$ cat config.mk
export PLATFORM = sky130hd
export DESIGN_NAME = enoc_switch_allocator
export DESIGN_NICKNAME = d
export VERILOG_FILES = /design/src/rtl/enoc_switch_allocator.sv
export SDC_FILE = /design/constraint.sdc
export NUM_CORES = 1
export LEC_CHECK = 0
export BUFFER_PORTS_ARGS = -buffer_cell sky130_fd_sc_hd__buf_4
export CORE_ASPECT_RATIO = 0.9
export CORE_MARGIN = 8
export CORE_UTILIZATION = 39
export DETAILED_ROUTE_END_ITERATION = 7
export PLACE_DENSITY = 0.59
export REMOVE_ABC_BUFFERS = 1
export SYNTH_ARGS = -nofsm -noshare
export SYNTH_HDL_FRONTEND = slang
export SYNTH_SLANG_ARGS = --single-unit
$ cat constraint.sdc
create_clock -name clk -period 4.61 [get_ports clk]
set_input_delay 0.2305 -clock clk [delete_from_list [all_inputs] [get_ports clk]]
set_output_delay 0.2305 -clock clk [all_outputs]
set_load 0.1 [all_outputs]
$ cat src/rtl/enoc_switch_allocator.sv
// Per-output round-robin switch allocator for an ENoC router: picks one input per output,
// drives crossbar selects and queue pops, and holds a grant while the downstream side stalls.
module enoc_switch_allocator #(
  parameter int N     = 5,
  parameter int M     = 5,
  parameter int SEL_W = $clog2(N)
) (
  input  logic                    clk,
  input  logic                    reset,
  input  logic [0:N-1][0:M-1]     i_req,
  input  logic [0:M-1]            i_en,
  output logic [0:N-1][0:M-1]     o_grant,
  output logic [0:M-1][SEL_W-1:0] o_sel,
  output logic [0:M-1]            o_data_val,
  output logic [0:N-1]            o_pop
);

  typedef enum logic {FREE = 1'b0, HELD = 1'b1} state_t;

  state_t           state     [M];
  state_t           state_nxt [M];
  logic [SEL_W-1:0] ptr       [M];
  logic [SEL_W-1:0] ptr_nxt   [M];
  logic [SEL_W-1:0] owner     [M];
  logic [SEL_W-1:0] owner_nxt [M];

  logic [0:N-1][0:M-1] req_lo;
  logic [SEL_W-1:0]    win     [M];
  logic                win_ok  [M];
  logic [SEL_W-1:0]    cur_sel [M];
  logic                cur_val [M];

  function automatic logic [SEL_W-1:0] wrap_inc(input logic [SEL_W-1:0] v);
    return (v == SEL_W'(N - 1)) ? '0 : v + SEL_W'(1);
  endfunction

  function automatic logic [SEL_W-1:0] add_mod(input logic [SEL_W-1:0] base, input int k);
    int s;
    s = int'(base) + k;
    if (s >= N) s = s - N;
    return SEL_W'(s);
  endfunction

  // Multi-hot requests collapse to their lowest output, so an input never wins two outputs.
  always_comb begin
    req_lo = '0;
    for (int n = 0; n < N; n++) begin
      for (int m = 0; m < M; m++) begin
        if (i_req[n][m] && !(|req_lo[n])) req_lo[n][m] = 1'b1;
      end
    end
  end

  always_comb begin
    for (int m = 0; m < M; m++) begin
      win_ok[m] = 1'b0;
      win[m]    = '0;
      for (int k = 0; k < N; k++) begin
        if (!win_ok[m] && req_lo[add_mod(ptr[m], k)][m]) begin
          win_ok[m] = 1'b1;
          win[m]    = add_mod(ptr[m], k);
        end
      end
    end
  end

  // Decision and next state: a held owner bypasses the round-robin search entirely.
  always_comb begin
    for (int m = 0; m < M; m++) begin
      state_nxt[m] = state[m];
      ptr_nxt[m]   = ptr[m];
      owner_nxt[m] = owner[m];
      cur_sel[m]   = '0;
      cur_val[m]   = 1'b0;
      if (state[m] == HELD) begin
        if (req_lo[owner[m]][m]) begin
          cur_val[m] = 1'b1;
          cur_sel[m] = owner[m];
          if (i_en[m]) begin
            ptr_nxt[m]   = wrap_inc(owner[m]);
            state_nxt[m] = FREE;
          end
        end else begin
          state_nxt[m] = FREE;
        end
      end else if (win_ok[m]) begin
        cur_val[m] = 1'b1;
        cur_sel[m] = win[m];
        if (i_en[m]) begin
          ptr_nxt[m] = wrap_inc(win[m]);
        end else begin
          state_nxt[m] = HELD;
          owner_nxt[m] = win[m];
        end
      end
    end
  end

  always_comb begin
    o_grant    = '0;
    o_sel      = '0;
    o_data_val = '0;
    o_pop      = '0;
    for (int m = 0; m < M; m++) begin
      if (!reset && cur_val[m]) begin
        o_data_val[m]          = 1'b1;
        o_sel[m]               = cur_sel[m];
        o_grant[cur_sel[m]][m] = 1'b1;
        if (i_en[m]) o_pop[cur_sel[m]] = 1'b1;
      end
    end
  end

  always_ff @(posedge clk) begin
    for (int m = 0; m < M; m++) begin
      if (reset) begin
        state[m] <= FREE;
        ptr[m]   <= '0;
        owner[m] <= '0;
      end else begin
        state[m] <= state_nxt[m];
        ptr[m]   <= ptr_nxt[m];
        owner[m] <= owner_nxt[m];
      end
    end
  end

endmodule

==> run_results.csv, run 1 <==
group,metric,value,unit
status,run_status,"finished clean",
worst_setup_path,worst_setup_path_end_kind,"output port",
worst_setup_path,rrSetupSlack,0.51,ns
grt,grt_first_pass_wirelength,49000,um
yosys,number_of_synthesized_flops_with_an_enable_pin,0,
yosys,proportion_of_synthesized_chip_area_in_sequential_cells,8.14,%
detailed_routing,finalWirelength,31500,um
yosys,post_synth_xor_area_fraction,2.24,%
yosys,syn_area_per_cell,7.15,sq um
yosys,post_synth_and_or_nand_nor_area_fraction,31.4,%
grt,pin_count_of_the_biggest_net_entering_global_routing,43,
floorplan,fp-row-count,51,
floorplan,die_w,173,um
timing,report.final.setup_viol,0,
grt,track_usage,21.9,%
yosys,synth_top_family_by_area,"compound AO/OA/AOI/OAI gates",
worst_setup_path,worst_setup_path_start_kind,"flip-flop",
yosys,synth.distinct_cells,108,
floorplan,top_level_ports,82,
flow_run,drv_cap,0,
timing,hold-worst-slack,0.150,ns
timing,skew,0.0101,ns
worst_hold_path,min_delay_path_depth,2,
timing,rsz0062_at_grt,"yes",
detailed_routing,drt.antenna.violating_nets,0,
place,place_worst_setup_slack,0.139,ns
worst_setup_path,critical_path.reg2reg.endpoint,"ptr[3][0]$_SDFFE_PP0P_",
detailed_routing,drc_errors_left,0,
floorplan,floorplan.core_area,0.0216,sq mm
worst_hold_path,hold_start,"i_en[4]",
place,finalWeightedCongestion,0.969,
timing,final.setup.worst_slack,0.126,ns
finish,final_util,48.7,%
worst_setup_path,critical_path_arrival,4.25,ns
finish,final_net_count,1414,
grt,grt_pass1_vias,9009,
worst_hold_path,timing.hold.worst_endpoint,"state[4]$_SDFF_PP0_",
detailed_routing,wl_per_cell,19.6,um
yosys,async_flop_share,0,%
timing,fmax,223,MHz
grt,global_route_total_overflow,0,
finish,final_common_cell,"buf_4",
detailed_routing,post_drt_via_cell_ratio,6.17,
yosys,synth_adder_area_share,9.59,%
worst_hold_path,hold_class,"in2reg",
timing,slew_at_the_pin_closest_to_its_max_slew_limit,0.698,ns
worst_setup_path,worst-setup-path-type,"reg2out",
clock_tree,cts_buffers,5,
floorplan,die_area,0.0271,sq mm
clock_tree,clock-sinks,35,
timing,number_of_max_slew_violations_in_the_final_report,0,
floorplan,chip_height,157,um
place,dpl.hpwl,24700,um
clock_tree,ctsRootBufferMaster,"clkbuf_16",
worst_setup_path,path_max_fanout,8,
finish,stdcell_count,1611,
yosys,postSynthCellCount,1204,
finish,diodes,0,
worst_setup_path,worst-r2r-cell-count,16,
place,placement.io_buffers,81,
yosys,yosysWarnings,0,
place,placed_cell_count,1584,
grt,antenna_violations_before_repair,0,
timing,worst_slew_margin_rel,53.4,%
yosys,muxShareOfSynthArea,9.93,%
yosys,synth_seq_cells,35,
detailed_routing,1st_iter_drt_viols,956,
finish,layout.cells.most_common_list,"buf_4, nor2_1, a21oi_1",
clock_tree,clk_pin_slew,0.07,ns
worst_setup_path,cp_data_required_time,4.38,ns
detailed_routing,via_total_after_detailed_routing,9941,
finish,layout-drive-gt1-share,23.5,%
yosys,postSynth.topFlopCell,"dfxtp_1",
yosys,post_synth_instance_area,0.00861,sq mm
floorplan,start_util,39.8,%
clock_tree,clk-insertion-delay-late,0.30,ns
worst_setup_path,worst_r2r_startpoint,"ptr[3][1]$_SDFFE_PP0P_",
worst_setup_path,crit_start,"ptr[2][1]$_SDFFE_PP0P_",
timing,hold_viol_final,0,
clock_tree,cts_htree_levels,2,
finish,syn_to_final_growth,22.3,%
timing,fin_crit,4.48,ns
clock_tree,clockBufferDepth,2,
timing,final_worst_path_period_share,97.3,%
clock_tree,tritoncts,"built",
yosys,synth_area_in_compound_gates,32.7,%
detailed_routing,number_of_detailed_routing_iterations_run_before_antenna_repair,6,
-- through the flow --
stage | setup TNS [ns] | area, sq um
3_5_place_dp | 0 | 9810
5_1_grt | -0.0874 | 10500
2_1_floorplan | -26.04 | 8360
6_report | 0 | 10500
3_3_place_gp | 0 | 9810
4_1_cts | 0 | 10000
-- worst max-delay path, stage by stage, from the launching register on --
cell and delay [ns]:
dfxtp_1 0.36, inv_1 0.09, buf_4 0.17, ha_1 0.31, a21o_1 0.22, a21oi_1 0.24, mux4_2 0.34, o32a_1 0.36
and2_1 0.27, o21ai_1 0.19, a32o_2 0.23, clkinv_2 0.10, a22oi_2 0.22, or2_4 0.19, o32ai_1 0.10, or3_1 0.35
buf_6 0.20
-- cell families after synthesis --
logic type	count (synthesis)
AOI/OAI and AO/OA	384
adders and majority gates	63
DFF	35
and+or+nand+nor	502
xor gates and xnor gates	22
muxes	71
buffers and inverters	127
-- cell usage after synthesis, types with 8 or more instances --
| master | n | area share (%) |
|---|---|---|
| nor2_1 | 141 | 6.1 |
| a21oi_1 | 84 | 4.9 |
| nand2_1 | 75 | 3.3 |
| inv_1 | 65 | 2.8 |
| ha_1 | 58 | 8.4 |
| o21ai_0 | 47 | 2.7 |
| mux2i_1 | 46 | 5.3 |
| nor2b_1 | 41 | 3.0 |
| clkbuf_1 | 35 | 1.5 |
| dfxtp_1 | 35 | 8.1 |
| nor3_1 | 33 | 1.9 |
| a211oi_1 | 32 | 2.8 |
| nand2b_1 | 28 | 2.0 |
| nand3_1 | 28 | 1.6 |
| and2_1 | 27 | 2.0 |
| xnor2_1 | 21 | 2.1 |
| a21o_1 | 19 | 1.7 |
| and3_1 | 17 | 1.2 |
| mux2_2 | 15 | 2.0 |
| o211ai_1 | 14 | 1.2 |
| a211o_1 | 13 | 1.3 |
| a31oi_1 | 13 | 0.94 |
| buf_2 | 12 | 0.70 |
| nand4_1 | 11 | 0.80 |
| nor3b_1 | 11 | 0.96 |
| or3_1 | 11 | 0.80 |
| a32oi_1 | 10 | 1.0 |
| and3b_1 | 10 | 1.0 |
| mux4_2 | 10 | 2.6 |
| nand3b_1 | 10 | 0.87 |
| nor4_1 | 10 | 0.73 |
| nor4b_1 | 8 | 0.81 |
| o22ai_1 | 8 | 0.58 |
-- layout make-up --
class / instances / area [sq um]
inverters: 71 / 274
multi-input cells: 1043 / 7750
fillers: 2171 / 11100
flip-flops and latches: 35 / 709
repair buffers: 163 / 1290
well taps: 291 / 364
clock buffers: 6 / 129
clock inverters: 2 / 12.5
-- flip-flops by register name (all words and copies together), names as in the netlist --
signal and cells:
state 5, owner 15, ptr 15
-- layer usage --
layer  vias to the layer above  track usage [%]  part of all wire (%)  wire length [um]
met2                       392             35.8                    46             14500
met4                         0             6.83                   2.5               799
met1                      4718             29.3                    45             14300
li1                       4776                -                     -                 -
met3                        55             3.02                   6.4              2020
met5                         -                0                     0                 0
-- worst max path at each step --
stage	cells after the start	slack, ns	to
final	16	0.13	o_pop[2]
after global routing	15	-0.04	o_pop[1]
after CTS	14	0.007	o_pop[0]
after detailed placement	14	0.14	o_pop[0]
after global placement	14	0.09	o_pop[0]
after floorplan	11	-1.78	o_pop[4]
-- timing repair --
action	in CTS	in global routing
pin swaps	1	22
resized for setup	16	97
hold buffers	0	0
endpoints found under the setup margin	10	32
buffers inserted	1	17
cloned	0	1
Power of run 1 is not shown: default switching activity piles up to over one toggle a cycle in this logic, so the estimate is an artifact.
==> inputs of run 2 (changes only) <==
- REMOVE_ABC_BUFFERS: 1 -> unset
- SETUP_SLACK_MARGIN: unset -> 0.2
==> run 2 against run 1 <==
Compared with the run above:
- non-clock buffer count rose by 17
- clock skew fell by 0.0073 ns
- count of clock-buffer cells in the layout unchanged
- routed wire length decreased by 0.31%
- critical endpoint is now o_pop[3]
- sequential cell count is the same
- design area is 6.6% higher
- critical path type unchanged
- fmax up 4.3%
- sequential share of layout area down 0.24 points
==> run_results.csv, run 2 (synthesis gave the netlist of run 1 again) <==
group,metric,value,unit
worst_setup_path,worst-r2r-cell-count,14,
place,place_worst_setup_slack,0.165,ns
finish,final_cell_area,0.0112,sq mm
worst_hold_path,hold_class,"in2reg",
place,placed_area,0.0101,sq mm
worst_setup_path,worst-setup-path-type,"reg2out",
grt,global_route_total_overflow,0,
timing,fmax,233,MHz
detailed_routing,post_drt_via_cell_ratio,6.14,
clock_tree,cts_buffers,5,
clock_tree,cts_hold_buffers,0,
worst_setup_path,cp_num_buf_inv,2,
worst_setup_path,worst_setup_path_end_kind,"output port",
detailed_routing,1st_iter_drt_viols,936,
clock_tree,ctsRootBufferMaster,"clkbuf_16",
timing,skew,0.00283,ns
detailed_routing,via_total_after_detailed_routing,9993,
timing,rsz0062_at_grt,"yes",
clock_tree,clk_pin_slew,0.06,ns
timing,worst_slew_margin_rel,56.4,%
worst_setup_path,worst_setup_path_start_kind,"flip-flop",
finish,syn_to_final_growth,30.3,%
clock_tree,clk-insertion-delay-late,0.29,ns
worst_setup_path,path_max_fanout,7,
finish,final_util,51.9,%
clock_tree,clock-sinks,35,
worst_setup_path,crit_start,"ptr[4][1]$_SDFFE_PP0P_",
worst_setup_path,worst_r2r_startpoint,"ptr[4][1]$_SDFFE_PP0P_",
worst_setup_path,cp_top_family,"compound AO/OA/AOI/OAI gates",
flow_run,drv_cap,0,
floorplan,top_level_ports,82,
worst_hold_path,hold_start,"i_en[0]",
finish,final_common_cell,"buf_4",
finish,layout.cells.most_common_list,"buf_4, nor2_1, nand2_1",
floorplan,chip_height,157,um
place,finalWeightedCongestion,0.964,
detailed_routing,wl_per_cell,19.3,um
yosys,synth.net_count,1299,
place,dpl.hpwl,24000,um
worst_setup_path,cp_data_required_time,4.38,ns
clock_tree,clockBufferDepth,2,
place,placed_cell_count,1584,
finish,layout-drive-gt1-share,30.8,%
floorplan,floorplan.core_area,0.0216,sq mm
floorplan,die_area,0.0271,sq mm
place,placement.io_buffers,81,
timing,final.setup.worst_slack,0.310,ns
finish,stdcell_count,1627,
clock_tree,tritoncts,"built",
grt,pin_count_of_the_biggest_net_entering_global_routing,43,
grt,grt_first_pass_wirelength,48900,um
detailed_routing,finalWirelength,31400,um
finish,layout_top_registers,"owner: 15 flops, ptr: 15 flops, state: 5 flops",
timing,report.final.setup_viol,0,
timing,slew_at_the_pin_closest_to_its_max_slew_limit,0.653,ns
finish,diodes,0,
floorplan,die_w,173,um
timing,final_worst_path_period_share,93.3,%
detailed_routing,number_of_detailed_routing_iterations_run_before_antenna_repair,5,
worst_setup_path,critical_path_arrival,4.07,ns
worst_setup_path,cpMaxStageDelayCell,"o41ai_2",
worst_hold_path,min_delay_path_depth,2,
grt,grt_pass1_vias,9146,
clock_tree,cts_htree_levels,2,
timing,number_of_max_slew_violations_in_the_final_report,0,
grt,antenna_violations_before_repair,1,
status,run_status,"finished clean",
worst_setup_path,crit_path_cell_trace,"clkinvlp_4 -> ha_4 -> and3b_1 -> o41ai_2 -> o21ai_0 -> a32o_1 -> o41a_1 -> a32oi_1 -> a2bb2oi_2 -> nand2_1 -> a21o_4 -> o211ai_4 -> buf_12",
finish,num-fill-cells,2120,
timing,hold_viol_final,0,
floorplan,start_util,39.8,%
grt,track_usage,21.6,%
timing,fin_crit,4.30,ns
worst_setup_path,crit_path_max_incr_delay,0.50,ns
detailed_routing,drc_errors_left,0,
worst_setup_path,cp_num_cells,13,
finish,final_net_count,1430,
detailed_routing,drt.antenna.violating_nets,0,
floorplan,fp-row-count,51,
-- run 2: cell types whose count changed in the layout (fill, tap and decap cells not counted), moves of 8 or more --
cell,delta
nor2_2,+8
nor2_1,-18
buf_4,+14
a21oi_1,-8
nor2_4,+10
-- run 2: cell type report --
cell class / instances / area [sq um] / share of cell area [%]
Clock buffer: 6 / 129 / 1.15
Clock inverter: 2 / 12.5 / 0.112
Inverter: 71 / 303 / 2.70
Multi-Input combinational cell: 1042 / 8240 / 73.4
Sequential cell: 35 / 729 / 6.50
Tap cell: 291 / 364 / 3.25
Timing Repair Buffer: 180 / 1440 / 12.9
-- run 2: worst paths after layout --
kind | end | slack, ns
worst max-delay path | o_pop[3] | 0.31
worst min-delay path | state[0]$_SDFF_PP0_ | 0.13
worst max register to register | ptr[4][1]$_SDFFE_PP0P_ | 0.59
worst min register to register | ptr[0][2]$_SDFFE_PP0P_ | 0.52
-- run 2: routing by layer --
layer | vias to the layer above | track usage, % | wire [um]
met1 | 4725 | 28.9 | 14200
met3 | 61 | 3.47 | 2090
met2 | 382 | 35.2 | 14400
li1 | 4825 | - | -
met4 | 0 | 6.79 | 756
met5 | - | 0 | 0
-- run 2: repair_timing --
item,in CTS,in global routing
endpoints found under the setup margin,26,33
setup buffers,4,31
gates resized for setup,53,100
pin swaps,3,36
-- run 2: stage by stage --
stage / TNS (ns) / hold WS, ns
after floorplan: -1.72 / 0.302
after detailed placement: 0 / 0.428
after global routing: 0 / 0.135
after global placement: 0 / 0.432
after CTS: 0 / 0.121
final: 0 / 0.128
-- run 2: worst register-to-register path, stage by stage (launching register included) --
cell and delay (ns):
dfxtp_4 0.42, clkinvlp_4 0.19, ha_4 0.20, and3b_1 0.25, o41ai_2 0.50, o21ai_0 0.17
a32o_1 0.32, o41a_1 0.48, a32oi_1 0.21, a2bb2oi_2 0.19, buf_4 0.15, inv_1 0.04
ha_1 0.26, a221oi_1 0.36, a211oi_1 0.11
Power of run 2 is left out for the same reason.
